### src/rtl/pe_pkg.sv
// Shared lane/beat geometry for the pack/unpack pipeline stages.
package pe_pkg;

  localparam int unsigned PE_LANES = 8;
  localparam int unsigned PE_W     = 64;
  localparam int unsigned PE_HW    = 32;

  typedef logic [PE_W-1:0]           pe_lane_t;
  typedef pe_lane_t [PE_LANES-1:0]   pe_beat_t;
  typedef logic [PE_HW-1:0]          pe_half_t;

endpackage

### src/rtl/pe_pk32bit.sv
// Packs the low words of two consecutive 8-lane beats into one dense beat,
// with optional duplicated-word checking and padded flush of an odd beat.
module pe_pk32bit
  import pe_pkg::*;
#(
  parameter bit       CHECK_DUP = 1'b1,
  parameter pe_half_t PAD       = '0
) (
  input  logic                             CLK,
  input  logic                             RST,
  input  logic [PE_LANES-1:0][PE_W-1:0]    PEPKIN,
  input  logic                             D_VALID,
  input  logic                             FLUSH,
  input  logic                             ERR_CLR,
  output logic [PE_LANES-1:0][PE_W-1:0]    PEPKOUT,
  output logic                             Q_VALID,
  output logic                             Q_PARTIAL,
  output logic [PE_LANES-1:0]              DUP_ERR
);

  typedef enum logic {EVEN, ODD} phase_t;

  phase_t phase;
  logic   load;
  logic   emit_pair;
  logic   emit_held;
  logic   emit_new;

  // Decode the four phase/input cases once; every lane shares them.
  always_comb begin
    load      = 1'b0;
    emit_pair = 1'b0;
    emit_held = 1'b0;
    emit_new  = 1'b0;
    unique case (phase)
      EVEN: begin
        load     = D_VALID && !FLUSH;
        emit_new = D_VALID && FLUSH;
      end
      ODD: begin
        emit_pair = D_VALID;
        emit_held = !D_VALID && FLUSH;
      end
    endcase
  end

  always_ff @(posedge CLK or posedge RST) begin
    if (RST) begin
      phase     <= EVEN;
      Q_VALID   <= 1'b0;
      Q_PARTIAL <= 1'b0;
    end else begin
      Q_VALID   <= emit_pair || emit_held || emit_new;
      Q_PARTIAL <= emit_held || emit_new;
      unique case (phase)
        EVEN: if (load)                    phase <= ODD;
        ODD:  if (emit_pair || emit_held)  phase <= EVEN;
      endcase
    end
  end

  for (genvar i = 0; i < PE_LANES; i++) begin : g_lane
    pe_half_t lo;
    pe_half_t hi;
    pe_half_t hold;
    pe_lane_t out_q;
    logic     err_q;
    logic     mismatch;

    assign lo       = PEPKIN[i][PE_HW-1:0];
    assign hi       = PEPKIN[i][PE_W-1:PE_HW];
    assign mismatch = CHECK_DUP && D_VALID && (hi != lo);

    always_ff @(posedge CLK or posedge RST) begin
      if (RST) begin
        hold  <= '0;
        out_q <= '0;
        err_q <= 1'b0;
      end else begin
        if (load)
          hold <= lo;

        if (emit_pair)
          out_q <= {lo, hold};
        else if (emit_held)
          out_q <= {PAD, hold};
        else if (emit_new)
          out_q <= {PAD, lo};

        // A fresh mismatch outranks a same-cycle clear.
        if (mismatch)
          err_q <= 1'b1;
        else if (ERR_CLR)
          err_q <= 1'b0;
      end
    end

    assign PEPKOUT[i] = out_q;
    assign DUP_ERR[i] = err_q;
  end

endmodule

### config.mk
export PLATFORM = sky130hd
export DESIGN_NAME = pe_pk32bit
export DESIGN_NICKNAME = d
export VERILOG_FILES = /design/src/rtl/pe_pkg.sv /design/src/rtl/pe_pk32bit.sv
export SDC_FILE = /design/constraint.sdc
export NUM_CORES = 2
export LEC_CHECK = 0
export ABC_AREA = 1
export CAP_MARGIN = 20
export CORE_AREA = 5 5 405 407
export CTS_CLUSTER_DIAMETER = 120
export DETAILED_ROUTE_END_ITERATION = 10
export DIE_AREA = 0 0 410 412
export GPL_TIMING_DRIVEN = 0
export PLACE_DENSITY_LB_ADDON = 0.1
export SETUP_SLACK_MARGIN = 0.3
export SLEW_MARGIN = 40
export SYNTH_ARGS = -nofsm -noshare
export SYNTH_HDL_FRONTEND = slang
export SYNTH_SLANG_ARGS = --single-unit
### constraint.sdc
create_clock -name CLK -period 83.6 [get_ports CLK]
set_input_delay 16.72 -clock CLK [delete_from_list [all_inputs] [get_ports CLK]]
set_output_delay 16.72 -clock CLK [all_outputs]
set_load 0.05 [all_outputs]
# Word-level counts from Yosys, hierarchy flattened
# Index checks and enable logic that the tools add are counted.
# word_totals
regBits,779
# op_classes
eq_ne,8
muxes,40
n_bitwise,1
reduce_logical,25
# ops
operator,count
$mux 64,24
$ne 32x32->1,8
$reduce_bool 2->1,8
$mux 1,15
$logic_and 1x1->1,11
$logic_or 1x1->1,3
$reduce_bool 3->1,1
$logic_not 1->1,2
$pmux 1 s2,1
$not 1->1,1

# Longest topological paths before layout
# logic_depth
word_depth,6
ltp_mapped,10
depth_no_buf,10

# Worst setup path before layout
# Ideal clock, no wire load.
# synth_path
path_kind,in2reg
start,input D_VALID
end,register g_lane[4].hold[10]
setup_time_ps,130
t_arrival_ps,17607
path_slack_ps,65863
stages,6
n_path_buf,4
cell_sequence,buf_4 nand3b_1 buf_2 buf_2 clkbuf_1 o21ai_1
# synth_via
elab_chain_cells,2
# synth_rtl
item,line_no,rtl
from (decl),pe_pk32bit.sv:12,"input logic D_VALID,"
$logic_and 1x1->1,pe_pk32bit.sv:37,load = D_VALID && !FLUSH;
$mux 1,pe_pk32bit.sv:35,unique case (phase)
to (signal assigned),pe_pk32bit.sv:81,hold <= lo;
to (decl),pe_pk32bit.sv:65,pe_half_t hold;
# No other way between the ends.
# A chain may end at the register's enable or synchronous reset.

# Worst setup path after layout
# layout_path
start,register g_lane[0].out_q[30]
end,output PEPKOUT[30] in the netlist's numbering
# layout_rtl
item,line_no,rtl
from (decl),pe_pk32bit.sv:66,pe_lane_t out_q;
from (signal assigned),pe_pk32bit.sv:84,"out_q <= {lo, hold};"
from (signal assigned),pe_pk32bit.sv:86,"out_q <= {PAD, hold};"
from (signal assigned),pe_pk32bit.sv:88,"out_q <= {PAD, lo};"
to (decl),pe_pk32bit.sv:15,"output logic [PE_LANES-1:0][PE_W-1:0] PEPKOUT,"
# No word-level cell between the ends.

==> summary.log <==
INFO  die            number_of_standard_cell_rows_in_the_floorplan=147
INFO  setup_path     worst-path-stages=1
INFO  setup_path     arrival=2.16ns
INFO  synthesis      synthesis.instances=4101
INFO  clocking       number_of_sinks_on_the_clock_net=779
INFO  pwr            overall_power=2260µW
INFO  die            floorplan.io_pins=1039
INFO  die            chipWidth=410µm
INFO  synthesis      synthesis.area=34800µm²
INFO  sta            tightestPinTransition=0.889ns
INFO  grt            global_route.usage.met2=36.8%
INFO  synthesis      syn_area_per_cell=8.47µm²
INFO  synthesis      synthAdderAreaFrac=0%
INFO  detailed_routing detail_route.drc_violations=0
INFO  hold_path      hold_depth=2
INFO  clocking       cts_setup_buffers=0
INFO  setup_path     setup_crit_end_kind=output pin
INFO  placed_design  pre_cts_ws=64.03ns
INFO  sta            whs=0.482ns
INFO  clocking       tritoncts.num_buffers=98
INFO  sta            min_period_over_period=22.6%
INFO  cells_and_area layout-drive-gt1-share=6.78%
INFO  setup_path     critPathMaxFanout=2
INFO  die            core_region_area=160000µm²
INFO  grt            globalRouteTotalUtil=21.3%
INFO  pwr            vdd_drop_max=0.0195mV
INFO  synthesis      post_synth_xor_area_fraction=4.64%
INFO  grt            met1_usage=26.2%
INFO  synthesis      synth.yosys.warnings=0
INFO  detailed_routing drt-initial-drc-count=1873
INFO  cells_and_area postLayoutCoreUtil=32.1%
INFO  placed_design  port-buffer-count=1038
INFO  grt            top_usage_layer=met2
INFO  setup_path     critPathLaunchType=register
INFO  setup_path     critPathMaxStageDelay=0.97ns
INFO  sta            postLayoutSetupSlackWorst=64.72ns
INFO  clocking       tritoncts=yes
INFO  synthesis      synth.mux.area_fraction=0%
INFO  synthesis      synthDominantAreaCellType=sky130_fd_sc_hd__dfrtp_1
INFO  flow_run       drv.max_cap_violation_count=0
INFO  synthesis      ys_types=17
INFO  synthesis      postSynth.topFlopCell=sky130_fd_sc_hd__dfrtp_1
INFO  grt            met3_usage=5.77%
INFO  sta            rsz0062_at_grt=no
INFO  setup_path     criticalPathCategory=register to output pin
INFO  grt            grt_first_pass_wirelength=260000µm
INFO  setup_path     cp_top_family=buffers and inverters
INFO  sta            setup-tns-final=0ns
INFO  grt            overflow=0
INFO  placed_design  finalWeightedCongestion=0.832
INFO  synthesis      synthArstFlopShare=100%
INFO  setup_path     ff2ff_path_depth=7
INFO  clocking       clock_pin_slew_on_the_worst_setup_and_hold_paths=0.06ns
INFO  sta            setup_viol=0
INFO  synthesis      simple_gate_fraction_of_synth_area=17.4%
INFO  synthesis      seq_area_frac_synth=56.1%
INFO  grt            number_of_antenna_violations_at_the_first_check_in_global_routing=28
INFO  detailed_routing first_pass_iters=7
INFO  grt            grt_start_max_net_pins=72
INFO  setup_path     cell_breakdown_of_the_critical_path=clkdlybuf4s50_1
INFO  clocking       cts_root_buf=sky130_fd_sc_hd__clkbuf_16
INFO  pwr            p_leak=0.0226µW
INFO  sta            worst_clock_skew=0.0274ns
INFO  synthesis      synth_enable_flop_cells=0
INFO  detailed_routing routed_wl=185000µm
INFO  hold_path      min_path_type=register to register
INFO  die            initial_core_util=21.7%
INFO  synthesis      synthesized_area_fraction_occupied_by_ao_oa_aoi_and_oai_cells=14.8%
INFO  synthesis      synth.cells.most_frequent=sky130_fd_sc_hd__nand2_1 (921), sky130_fd_sc_hd__dfrtp_1 (779), sky130_fd_sc_hd__o21ai_0 (562)
INFO  clocking       ctsHoldBuffers=0
INFO  run_status     run_status=finished clean
INFO  setup_path     critical_path_required=66.88ns
INFO  detailed_routing vias_per_cell=4.43
INFO  detailed_routing final_antenna_net_count=0
INFO  cells_and_area syn2layout_area_growth=47.7%
INFO  die            fp.dieH=412µm
INFO  cells_and_area final_net_count=5771
INFO  detailed_routing avgRoutedWirePerCell=25.0µm
INFO  synthesis      area_contributors_post_synth=sky130_fd_sc_hd__dfrtp_1 (56%), sky130_fd_sc_hd__nand2_1 (9.9%), sky130_fd_sc_hd__o21ai_0 (8.1%)
INFO  detailed_routing vias=32900
INFO  synthesis      yosys.area.top_type_share=56.1%
INFO  die            design.die.area=169000µm²
INFO  synthesis      yosys_register_bits=779
INFO  sta            relative_max_transition_margin=40.7%
INFO  pwr            power_density=44.0nW/µm²
INFO  placed_design  dp_hpwl=144000µm
INFO  sta            fmax=53.0MHz
INFO  synthesis      synthMostInstantiatedCell=sky130_fd_sc_hd__nand2_1
INFO  setup_path     timing.critical_path.slowest_stage_cell=sky130_fd_sc_hd__clkdlybuf4s50_1
INFO  sta            hold_viol=0
INFO  clocking       post_cts.resized_instances=0
INFO  synthesis      dominant_combinational_cell_family_by_area_after_synthesis=simple AND/OR/NAND/NOR gates
INFO  clocking       clock_latency=0.70ns
INFO  grt            grt_pass1_vias=33900
INFO  sta            slew_viol_final=0
INFO  setup_path     timing.critical_path.buf_inv=1
INFO  clocking       cts-htree-levels=3
INFO  clocking       clock_tree.buffer_depth=3
INFO  sta            timing.final.crit_period=18.88ns
INFO  synthesis      net_count_after_synthesis=4618
-- registers in the layout, summed over array words and instances, names as in the netlist --
name,flops
Q_PARTIAL,1
Q_VALID,1
g_lane.err_q,8
g_lane.hold,256
g_lane.out_q,512
phase,1
-- routing by layer --
layer  vias to the layer above  wire length (µm)
met5                         -                56
li1                      15500                 -
met1                     16100             77100
met4                        10              4550
met2                      1011             90600
met3                       199             12800
-- power by group --
part	total [µW]	internal [µW]	leakage (µW)	switching (µW)
Clock	431	252	0.00159	179
Combinational	1170	342	0.0113	829
Sequential	657	553	0.00972	104
-- cell usage in the layout, fill, tap and decap left out, types with 2 or more instances in the layout --
| cell | count |
|---|---|
| sky130_fd_sc_hd__clkbuf_1 | 106 |
| sky130_fd_sc_hd__clkdlybuf4s50_1 | 1030 |
| sky130_fd_sc_hd__xnor2_1 | 184 |
| sky130_fd_sc_hd__buf_4 | 12 |
| sky130_fd_sc_hd__o21ai_1 | 208 |
| sky130_fd_sc_hd__buf_16 | 14 |
| sky130_fd_sc_hd__nor2_1 | 336 |
| sky130_fd_sc_hd__dfrtp_1 | 779 |
| sky130_fd_sc_hd__clkinv_2 | 17 |
| sky130_fd_sc_hd__clkbuf_16 | 100 |
| sky130_fd_sc_hd__clkbuf_2 | 4 |
| sky130_fd_sc_hd__buf_2 | 168 |
| sky130_fd_sc_hd__a21oi_1 | 256 |
| sky130_fd_sc_hd__clkbuf_8 | 27 |
| sky130_fd_sc_hd__clkinvlp_4 | 2 |
| sky130_fd_sc_hd__bufinv_16 | 3 |
| sky130_fd_sc_hd__inv_1 | 328 |
| sky130_fd_sc_hd__o21ai_0 | 562 |
| sky130_fd_sc_hd__inv_6 | 3 |
| sky130_fd_sc_hd__diode_2 | 4 |
| sky130_fd_sc_hd__nand3_1 | 256 |
| sky130_fd_sc_hd__nand2_2 | 3 |
| sky130_fd_sc_hd__inv_2 | 2 |
| sky130_fd_sc_hd__nand2_1 | 921 |
-- final timing paths --
kind	slack, ns	end	startpoint
min in group asynchronous	16.39	g_lane[3].out_q[53]$_DFFE_PP0P_	RST
min reg2reg	0.48	g_lane[1].err_q$_DFFE_PP0P_	g_lane[1].err_q$_DFFE_PP0P_
max	64.72	PEPKOUT[30]	g_lane[0].out_q[30]$_DFFE_PP0P_
min	0.48	g_lane[1].err_q$_DFFE_PP0P_	g_lane[1].err_q$_DFFE_PP0P_
max reg2reg	81.21	g_lane[6].out_q[31]$_DFFE_PP0P_	phase$_DFF_PP0_
max in group asynchronous	64.89	g_lane[0].out_q[29]$_DFFE_PP0P_	RST
-- cell type report --
class                           count  area (µm²)
Buffer                            262        1230
Timing Repair Buffer             1053       10800
Clock buffer                      147        2950
Fill cell                       17200      108000
Antenna cell                        4        10.0
Clock inverter                     27         253
Sequential cell                   779       19500
Multi-Input combinational cell   2728       12800
Tap cell                         2086        2610
Inverter                          332        1260
-- cell families (layout without fill, tap and decap cells) --
family	Yosys count	count (layout)
xor gates and xnor gates	184	184
DFF	779	779
buffers and inverters	594	1821
and+or+nand+nor	1518	1518
other	0	4
AOI/OAI and AO/OA	1026	1026
-- per-stage QoR --
stage	std cells	cell area, µm²
2_1_floorplan	4101	34800
3_3_place_gp	7225	47800
3_5_place_dp	7240	48100
4_1_cts	7414	51300
5_1_grt	7415	51300
6_report	7418	51300
Power figures use the tool's default switching activity.
